<file path="config.mk">
export PLATFORM = sky130hd
export DESIGN_NAME = sync_fifo_flags_flat
export DESIGN_NICKNAME = d
export VERILOG_FILES = /design/src/rtl/sync_fifo_flags_if.sv /design/src/rtl/sync_fifo_flags.sv /design/src/flat_wrapper.sv
export SDC_FILE = /design/constraint.sdc
export NUM_CORES = 1
export LEC_CHECK = 0
export ABC_AREA = 1
export BUFFER_PORTS_ARGS = -buffer_cell sky130_fd_sc_hd__buf_2
export CORE_ASPECT_RATIO = 1.25
export CORE_MARGIN = 2
export CORE_UTILIZATION = 61
export DETAILED_ROUTE_END_ITERATION = 7
export PLACE_DENSITY = 0.81
export SYNTH_ARGS = -nofsm -noshare
export SYNTH_HDL_FRONTEND = slang
export SYNTH_SLANG_ARGS = --single-unit
</file>
<file path="constraint.sdc">
create_clock -name clk -period 3.12 [get_ports clk]
set_input_delay 0.936 -clock clk [delete_from_list [all_inputs] [get_ports clk]]
set_output_delay 0.936 -clock clk [all_outputs]
set_load 0.05 [all_outputs]
</file>
<file path="src/rtl/sync_fifo_flags_if.sv">
// Producer/consumer-facing bundle of the single-clock flagged FIFO.
// The FIFO drives the outputs through the slave modport. A producer or consumer uses the master modport.
interface sync_fifo_flags_if #(
    parameter int WIDTH = 8,
    parameter int PTR   = 4
);
    logic             sclr;
    logic             wren;
    logic [WIDTH-1:0] datain;
    logic             rden;
    logic [WIDTH-1:0] dataout;
    logic             full;
    logic             empty;
    logic             almost_full;
    logic             almost_empty;
    logic [PTR:0]     usedw;
    logic             overflow;
    logic             underflow;

    modport master (
        output sclr, wren, datain, rden,
        input  dataout, full, empty, almost_full, almost_empty, usedw, overflow, underflow
    );

    modport slave (
        input  sclr, wren, datain, rden,
        output dataout, full, empty, almost_full, almost_empty, usedw, overflow, underflow
    );
endinterface

</file>
<file path="src/rtl/sync_fifo_flags.sv">
// Single-clock FIFO on a dual-port RAM. It provides an exact fill count, almost-full and almost-empty thresholds,
// sticky overflow and underflow flags, and an optional show-ahead read port.
module sync_fifo_flags #(
    parameter int WIDTH     = 8,
    parameter int DEPTH     = 16,
    parameter int PTR       = 4,
    parameter int AF_LEVEL  = 14,
    parameter int AE_LEVEL  = 2,
    parameter bit SHOWAHEAD = 1'b0
) (
    input  logic              clk,
    input  logic              reset_,
    sync_fifo_flags_if.slave  bus
);

    if (DEPTH != 2**PTR) begin : g_bad_depth
        $error("sync_fifo_flags: DEPTH (%0d) must equal 2**PTR (PTR=%0d)", DEPTH, PTR);
    end
    if (!(AE_LEVEL >= 0 && AE_LEVEL < AF_LEVEL && AF_LEVEL <= DEPTH)) begin : g_bad_levels
        $error("sync_fifo_flags: need 0 <= AE_LEVEL < AF_LEVEL <= DEPTH");
    end

    localparam logic [PTR:0] PTR_ONE  = (PTR+1)'(1);
    localparam logic [PTR:0] AF_CNT   = (PTR+1)'(AF_LEVEL);
    localparam logic [PTR:0] AE_CNT   = (PTR+1)'(AE_LEVEL);

    logic [WIDTH-1:0] ram [DEPTH];
    logic [PTR:0]     wrptr;
    logic [PTR:0]     rdptr;
    logic             full_int;
    logic             empty_int;
    logic             clear;
    logic             wr_accept;
    logic             rd_accept;
    logic             overflow_q;
    logic             underflow_q;

    // Flags come straight from the registered pointers. The extra wrap bit tells full apart from empty.
    assign empty_int = (wrptr == rdptr);
    assign full_int  = (wrptr[PTR] != rdptr[PTR]) && (wrptr[PTR-1:0] == rdptr[PTR-1:0]);
    assign clear     = !reset_ || bus.sclr;
    assign wr_accept = bus.wren && !full_int && !clear;
    assign rd_accept = bus.rden && !empty_int && !clear;

    assign bus.full         = full_int;
    assign bus.empty        = empty_int;
    assign bus.usedw        = wrptr - rdptr;
    assign bus.almost_full  = (bus.usedw >= AF_CNT);
    assign bus.almost_empty = (bus.usedw <= AE_CNT);
    assign bus.overflow     = overflow_q;
    assign bus.underflow    = underflow_q;

    // NOTE: the storage array has no reset. Clearing the FIFO only rewinds the pointers, so stale words are never visible.
    always_ff @(posedge clk) begin
        if (wr_accept)
            ram[wrptr[PTR-1:0]] <= bus.datain;
    end

    // NOTE: sequential state uses non-blocking assignments only, so every process sees pre-edge values.
    always_ff @(posedge clk) begin
        if (clear) begin
            wrptr       <= '0;
            rdptr       <= '0;
            overflow_q  <= 1'b0;
            underflow_q <= 1'b0;
        end else begin
            if (wr_accept)
                wrptr <= wrptr + PTR_ONE;
            if (rd_accept)
                rdptr <= rdptr + PTR_ONE;
            if (bus.wren && full_int)
                overflow_q <= 1'b1;
            if (bus.rden && empty_int)
                underflow_q <= 1'b1;
        end
    end

    if (SHOWAHEAD) begin : g_showahead
        // The head word is presented directly. When the FIFO is empty the output is forced to zero.
        assign bus.dataout = empty_int ? '0 : ram[rdptr[PTR-1:0]];
    end else begin : g_registered
        logic [WIDTH-1:0] dataout_q;

        always_ff @(posedge clk) begin
            if (clear)
                dataout_q <= '0;
            else if (rd_accept)
                dataout_q <= ram[rdptr[PTR-1:0]];
        end

        assign bus.dataout = dataout_q;
    end

endmodule

</file>
<file path="src/flat_wrapper.sv">
// flat-port wrapper written by rule: the top's interface ports become plain ports
module sync_fifo_flags_flat 
#(
    parameter int WIDTH     = 8,
    parameter int DEPTH     = 16,
    parameter int PTR       = 4,
    parameter int AF_LEVEL  = 14,
    parameter int AE_LEVEL  = 2,
    parameter bit SHOWAHEAD = 1'b0
)
  (clk, reset_, bus_sclr, bus_wren, bus_datain, bus_rden, bus_dataout, bus_full, bus_empty, bus_almost_full, bus_almost_empty, bus_usedw, bus_overflow, bus_underflow);
  sync_fifo_flags_if #(.WIDTH(WIDTH), .PTR(PTR)) bus_i ();
  input  logic clk;
  input  logic reset_;
  input wire logic [$bits(bus_i.sclr)-1:0] bus_sclr;
  input wire logic [$bits(bus_i.wren)-1:0] bus_wren;
  input wire logic [$bits(bus_i.datain)-1:0] bus_datain;
  input wire logic [$bits(bus_i.rden)-1:0] bus_rden;
  output wire logic [$bits(bus_i.dataout)-1:0] bus_dataout;
  output wire logic [$bits(bus_i.full)-1:0] bus_full;
  output wire logic [$bits(bus_i.empty)-1:0] bus_empty;
  output wire logic [$bits(bus_i.almost_full)-1:0] bus_almost_full;
  output wire logic [$bits(bus_i.almost_empty)-1:0] bus_almost_empty;
  output wire logic [$bits(bus_i.usedw)-1:0] bus_usedw;
  output wire logic [$bits(bus_i.overflow)-1:0] bus_overflow;
  output wire logic [$bits(bus_i.underflow)-1:0] bus_underflow;
  assign bus_i.sclr = bus_sclr;
  assign bus_i.wren = bus_wren;
  assign bus_i.datain = bus_datain;
  assign bus_i.rden = bus_rden;
  assign bus_dataout = bus_i.dataout;
  assign bus_full = bus_i.full;
  assign bus_empty = bus_i.empty;
  assign bus_almost_full = bus_i.almost_full;
  assign bus_almost_empty = bus_i.almost_empty;
  assign bus_usedw = bus_i.usedw;
  assign bus_overflow = bus_i.overflow;
  assign bus_underflow = bus_i.underflow;
  sync_fifo_flags #(.WIDTH(WIDTH), .DEPTH(DEPTH), .PTR(PTR), .AF_LEVEL(AF_LEVEL), .AE_LEVEL(AE_LEVEL), .SHOWAHEAD(SHOWAHEAD)) u_core (.clk(clk), .reset_(reset_), .bus(bus_i));
endmodule
</file>
* After elaboration in Yosys (flattened, before gate mapping) *
Memories as Yosys holds them, arrays and structs flattened. A register that Yosys moved wholly into a read port is not among the register bits.
Cells that the tools add are included.
W data, S select, Z words.

operators by class
  shift operators = 0
  magnitude comparators = 2
  bitwise gates (word level) = 0
  $add $sub $neg = 3
  equality and inequality tests = 3
  multipliers = 0
  reduce and logical (&&, ||, !) cells = 12
  mux-type cells = 2
  div/mod/pow operators = 0

operator list
  operator               number
  $add A5 B1 Y5 const B  2
  $logic_and A1 B1 Y1    7
  $eq A5 B5 Y1           1
  $ge A5 B4 Y1 const B   1
  $le A5 B2 Y1 const B   1
  $sub A5 B5 Y5          1
  $eq A4 B4 Y1           1
  $logic_not A1 Y1       4
  $mux W1                2
  $logic_or A1 B1 Y1     1
  $ne A1 B1 Y1           1

word-level totals
  output and inout bits = 19
  memories kept = 1
  bits of input ports = 13
  memory bits (read-only) = 0
  logic and storage cells = 27
  bits in writable memories = 128
  latch bits = 0
  bits in registers = 12

memories
  name        depth  width  read ports  clocked after memory_dff  write ports  line                   source
  u_core.ram  16     8      1           1                         1            sync_fifo_flags.sv:27  logic [WIDTH-1:0] ram [DEPTH];

* Depth between registers and ports, before layout *
  word-level depth = 7
  gate-level depth with buffers = 12
  depth with buffers taken out = 10

* Worst setup path after synthesis *
Ideal clock, no wire load.

  kind = register to output
  from = register u_core.rdptr[1]
  to = output port bus_almost_full
  path buffers = 2
  data required time = 2184 ps
  stages on the path, launching flop included = 8
  data arrival time = 2863 ps
  slack = -679 ps
  cell sequence = dfxtp_1 -> buf_2 -> inv_2 -> buf_2 -> fa_1 -> xor2_1 -> nand2_1 -> o21bai_1

on the way
  longest elaborated chain between the ends = 2

ends and longest elaborated chain
  element                   line                   source
  start: declaration        sync_fifo_flags.sv:29  logic [PTR:0] rdptr;
  start signal: assignment  sync_fifo_flags.sv:70  rdptr <= rdptr + PTR_ONE;
  $sub A5 B5 Y5             sync_fifo_flags.sv:47  assign bus.usedw = wrptr - rdptr;
  via bus_usedw[2]          flat_wrapper.sv:24     output wire logic [$bits(bus_i.usedw)-1:0] bus_usedw;
  $ge A5 B4 Y1              sync_fifo_flags.sv:48  assign bus.almost_full = (bus.usedw >= AF_CNT);
  end: declaration          flat_wrapper.sv:22     output wire logic [$bits(bus_i.almost_full)-1:0] bus_almost_full;

The timed path passes the listed nets, and every way through them passes these cells.

* Worst setup path after layout *
  from = register u_core.wrptr[0]
  to = output port bus_almost_empty

on the way
  longest elaborated chain between the ends = 2

ends and longest elaborated chain
  element                   line                   source
  start: declaration        sync_fifo_flags.sv:28  logic [PTR:0] wrptr;
  start signal: assignment  sync_fifo_flags.sv:68  wrptr <= wrptr + PTR_ONE;
  $sub A5 B5 Y5             sync_fifo_flags.sv:47
  $le A5 B2 Y1              sync_fifo_flags.sv:49  assign bus.almost_empty = (bus.usedw <= AE_CNT);
  end: declaration          flat_wrapper.sv:23     output wire logic [$bits(bus_i.almost_empty)-1:0] bus_almost_empty;

Every way passes these cells.

==> metrics.md <==
| Metric | Value |
|---|---|
| Wirelength, routed | `15110 µm` |
| GRT Residual Overflow | `0` |
| Dominant cells by area after synthesis | `edfxtp_1 57%, nand2_1 12%, dfxtp_1 6.0%` |
| CTS H-tree depth | `4` |
| CTS tree | `yes` |
| Cell taking the most area after synthesis | `edfxtp_1` |
| Final Setup Violations | `0` |
| Number of enable-type register cells in the synthesized netlist | `128` |
| Total placed cells including tap cells | `840` |
| Number of port buffers | `31` |
| Post-route DRC violation count | `0` |
| Top-Level Pins | `32` |
| Mapped cell area | `6701 µm²` |
| Seq/Total Area, Yosys | `63.33%` |
| Number of global-route vias before repair | `4827` |
| Post-synthesis xor/xnor area fraction | `0.6535%` |
| Number of filler instances in the final layout | `724` |
| Global routing met1 resource utilization | `30.94%` |
| Class of the most critical setup path | `register to output port` |
| Final Wtd Congestion | `0.9929` |
| Antenna diodes | `0` |
| Die outline width | `97.75 µm` |
| Minimum period implied by the final worst setup slack | `3.057 ns` |
| Number of buffers created by CTS | `17` |
| Post-synthesis mux area share | `0%` |
| Synthesized instance count | `679` |
| Adder-cell share of the synthesized area | `1.979%` |
| Insertion delay of the later-clocked pin in the worst-skew pair | `0.43 ns` |
| Clock Pin Slew Worst Setup and Hold Paths | `0.06 ns` |
| Area growth syn-to-layout | `14.99%` |
| Setup TNS | `0 ns` |
| Vias per Instance | `5.523` |
| Number of nets in the synthesized netlist | `702` |
| Max_cap viols | `0` |
| Count of hold-fix buffers inserted at cts | `0` |
| Top FF cell, synth | `edfxtp_1` |
| Final clock period utilization by the worst path | `97.97%` |
| Top Usage Layer GRT | `met2` |
| Overall global routing resource usage | `26.88%` |
| Floorplan die area | `11850 µm²` |
| Run status | `complete, no violations` |
| Number of nets with antenna violations after detailed routing | `0` |
| Synth Area per Inst | `9.870 µm²` |
| Flip-flop and latch count after synthesis | `148` |
| Max-Slew Margin vs Limit | `49.98%` |
| Placement Cell Area | `7063 µm²` |
| Total number of yosys warnings | `0` |
| Total non-filler cell area in the finished layout | `7706 µm²` |
| Kind of launch point of the worst setup path | `register` |
| Area used by sequential logic in the layout | `4247 µm²` |
| Data required time at the worst endpoint | `2.18 ns` |
| Area of the multi-input gates | `2016 µm²` |
| Number of max-slew violations in the final report | `0` |
| Starting density of the core | `62.82%` |
| Simple-gate share of the synthesized area | `23.88%` |
| Clock tree buffer depth | `2` |
| Global routing met3 resource utilization | `6.682%` |
| HPWL reported at the end of detailed placement | `9582 µm` |
| Layout net count | `753` |
| Proportion of layout cells with a drive suffix above 1 | `17.36%` |
| Max VDD drop | `498.6 µV` |
| Iteration-0 DRC count of the detailed router | `419` |
| Power per standard cell area | `565.9 nW/µm²` |
| Maximum net fanout on the critical path | `3` |
| Lkg Pwr | `3.298 nW` |
| Crit. End Element | `output port` |
| Share of Yosys cell area claimed by the top area cell type | `57.36%` |
| Share of synthesized flip-flops with an asynchronous set or reset | `0%` |
| Share of the synthesized area in compound gates (AO/OA/AOI/OAI) | `2.502%` |
| Average wire length per cell after detail routing | `17.27 µm` |
| Wire length of the first global-routing pass | `23620 µm` |
| Non-filler cells in the finished layout | `875` |
| Largest family of logic cells by synthesized area | `simple AND/OR/NAND/NOR gates` |
| Hold Vio Cnt, Final | `0` |
| Core ar. | `10670 µm²` |
| Number of detailed-route iterations in the first pass | `6` |
| Worst Max-Slew Pin Slew | `0.7503 ns` |
| Overall via count from detail_route | `4833` |
| Class of the most critical hold timing path | `register to register` |
| Pin count of the biggest net entering global routing | `70` |
| Number of clock sinks | `148` |
| Highest Clock Rate | `327.2 MHz` |
| Library cell used as clock root buffer | `clkbuf_16` |
| Antenna violations before repair | `0` |
| Post-route clock skew | `0.007992 ns` |
| Worst setup slack after placement | `0.1857 ns` |
| Count of different cell masters after synthesis | `34` |
| Worst Slack Setup Final | `0.06348 ns` |
| Met2 track demand over resource in global routing | `45.78%` |
| Num rows | `42` |
| Die height | `121.2 µm` |
| CP arrival | `2.12 ns` |
[report_power, final]
part	switching, mW	internal (mW)
Combinational	0.214	0.0770
Sequential	0.00606	2.16
Clock	0.807	1.10
Total	1.03	3.33
[metal layers]
| metal | vias to the layer above | wire length [µm] | share of wire (%) |
|---|---|---|---|
| met5 | - | 0 | 0 |
| met4 | 0 | 733 | 4.9 |
| met3 | 62 | 753 | 5.0 |
| met2 | 151 | 7789 | 52 |
| met1 | 2329 | 5833 | 39 |
| li1 | 2291 | - | - |
[critical path: stages, from the launching register on]
cell and delay [ns]:
dfxtp_2 0.33, inv_2 0.07, ha_4 0.14, inv_1 0.06, fa_2 0.38, xor2_2 0.18
a21oi_1 0.16, nand2_1 0.09, nor2_2 0.12, buf_6 0.17
[final timing paths]
| path | startpoint | endpoint | slack, ns | cells after the start |
|---|---|---|---|---|
| worst min register to register | u_core.bus.underflow$_SDFFE_PP0P_ | u_core.bus.underflow$_SDFFE_PP0P_ | 0.46 | 2 |
| worst max-delay path | u_core.wrptr[0]$_SDFFE_PP0P_ | bus_almost_empty | 0.06 | 9 |
| worst max register to register | u_core.rdptr[3]$_SDFFE_PP0P_ | u_core.ram[13][6]$_DFFE_PP_ | 0.70 | 9 |
| worst min-delay path | u_core.bus.underflow$_SDFFE_PP0P_ | u_core.bus.underflow$_SDFFE_PP0P_ | 0.46 | 2 |
[Yosys cell counts, types with 3 or more instances]
cell type and count:
inv_2 4, nand2_1 213, nand2_4 4, xor2_1 5
edfxtp_1 128, nand2_2 3, nand3_1 69, nor3_1 4
o21ai_0 7, dfxtp_1 20, inv_1 91, nor2_1 57
nand3_2 9, a21oi_1 16, buf_6 4, ha_1 9
buf_2 15
[layout by cell type (no fill, tap or decap), drive strengths merged]
master	instances
nand3	78
nor2	61
o21ai	9
a21oi	17
nand4	1
bufinv	1
inv	101
o21a	1
fa	1
clkinv	8
nor3b	1
o21bai	1
a211oi	2
ha	9
nand2	220
clkbuf	17
nor3	4
buf	56
clkinvlp	2
xor2	5
edfxtp	128
dfxtp	20
[layout make-up]
cell class	count	share of cell area, %
clock inverters	15	1.705
flip-flops and latches	148	55.11
clock buffers	17	5.520
well taps	132	2.143
inverters	97	4.757
repair buffers	56	4.611
multi-input cells	410	26.16
[sequential cells by signal, indices dropped and copies added, names as in the netlist]
signal / flops
u_core.bus.dataout: 8
u_core.wrptr: 5
u_core.ram: 128
u_core.bus.overflow: 1
u_core.rdptr: 5
u_core.bus.underflow: 1
[logic make-up (layout without fill, tap and decap cells)]
kind of cell	count (synthesis)	after routing
AND/OR/NAND/NOR	365	365
AO/OA/AOI/OAI	30	30
XOR/XNOR	5	5
buffers and inverters	121	185
flip-flops	148	148
adder cells (fa/ha/maj)	10	10
[per-stage QoR]
step | hold WS [ns] | power [mW] | util [%]
after floorplan | 0.4774 | 2.392 | -
after global placement | 0.4373 | 2.467 | 66.21
after detailed placement | 0.4420 | 2.477 | 66.21
after CTS | 0.4514 | 4.368 | 72.04
after global routing | 0.4673 | 4.474 | 72.24
final | 0.4566 | 4.361 | 72.24
[what timing repair did]
action / in CTS / in global routing
pin swaps: 4 / 4
setup endpoints to repair: 4 / 4
buffers inserted: 3 / 0
resized for setup: 14 / 5
Power figures use the tool's default switching activity.
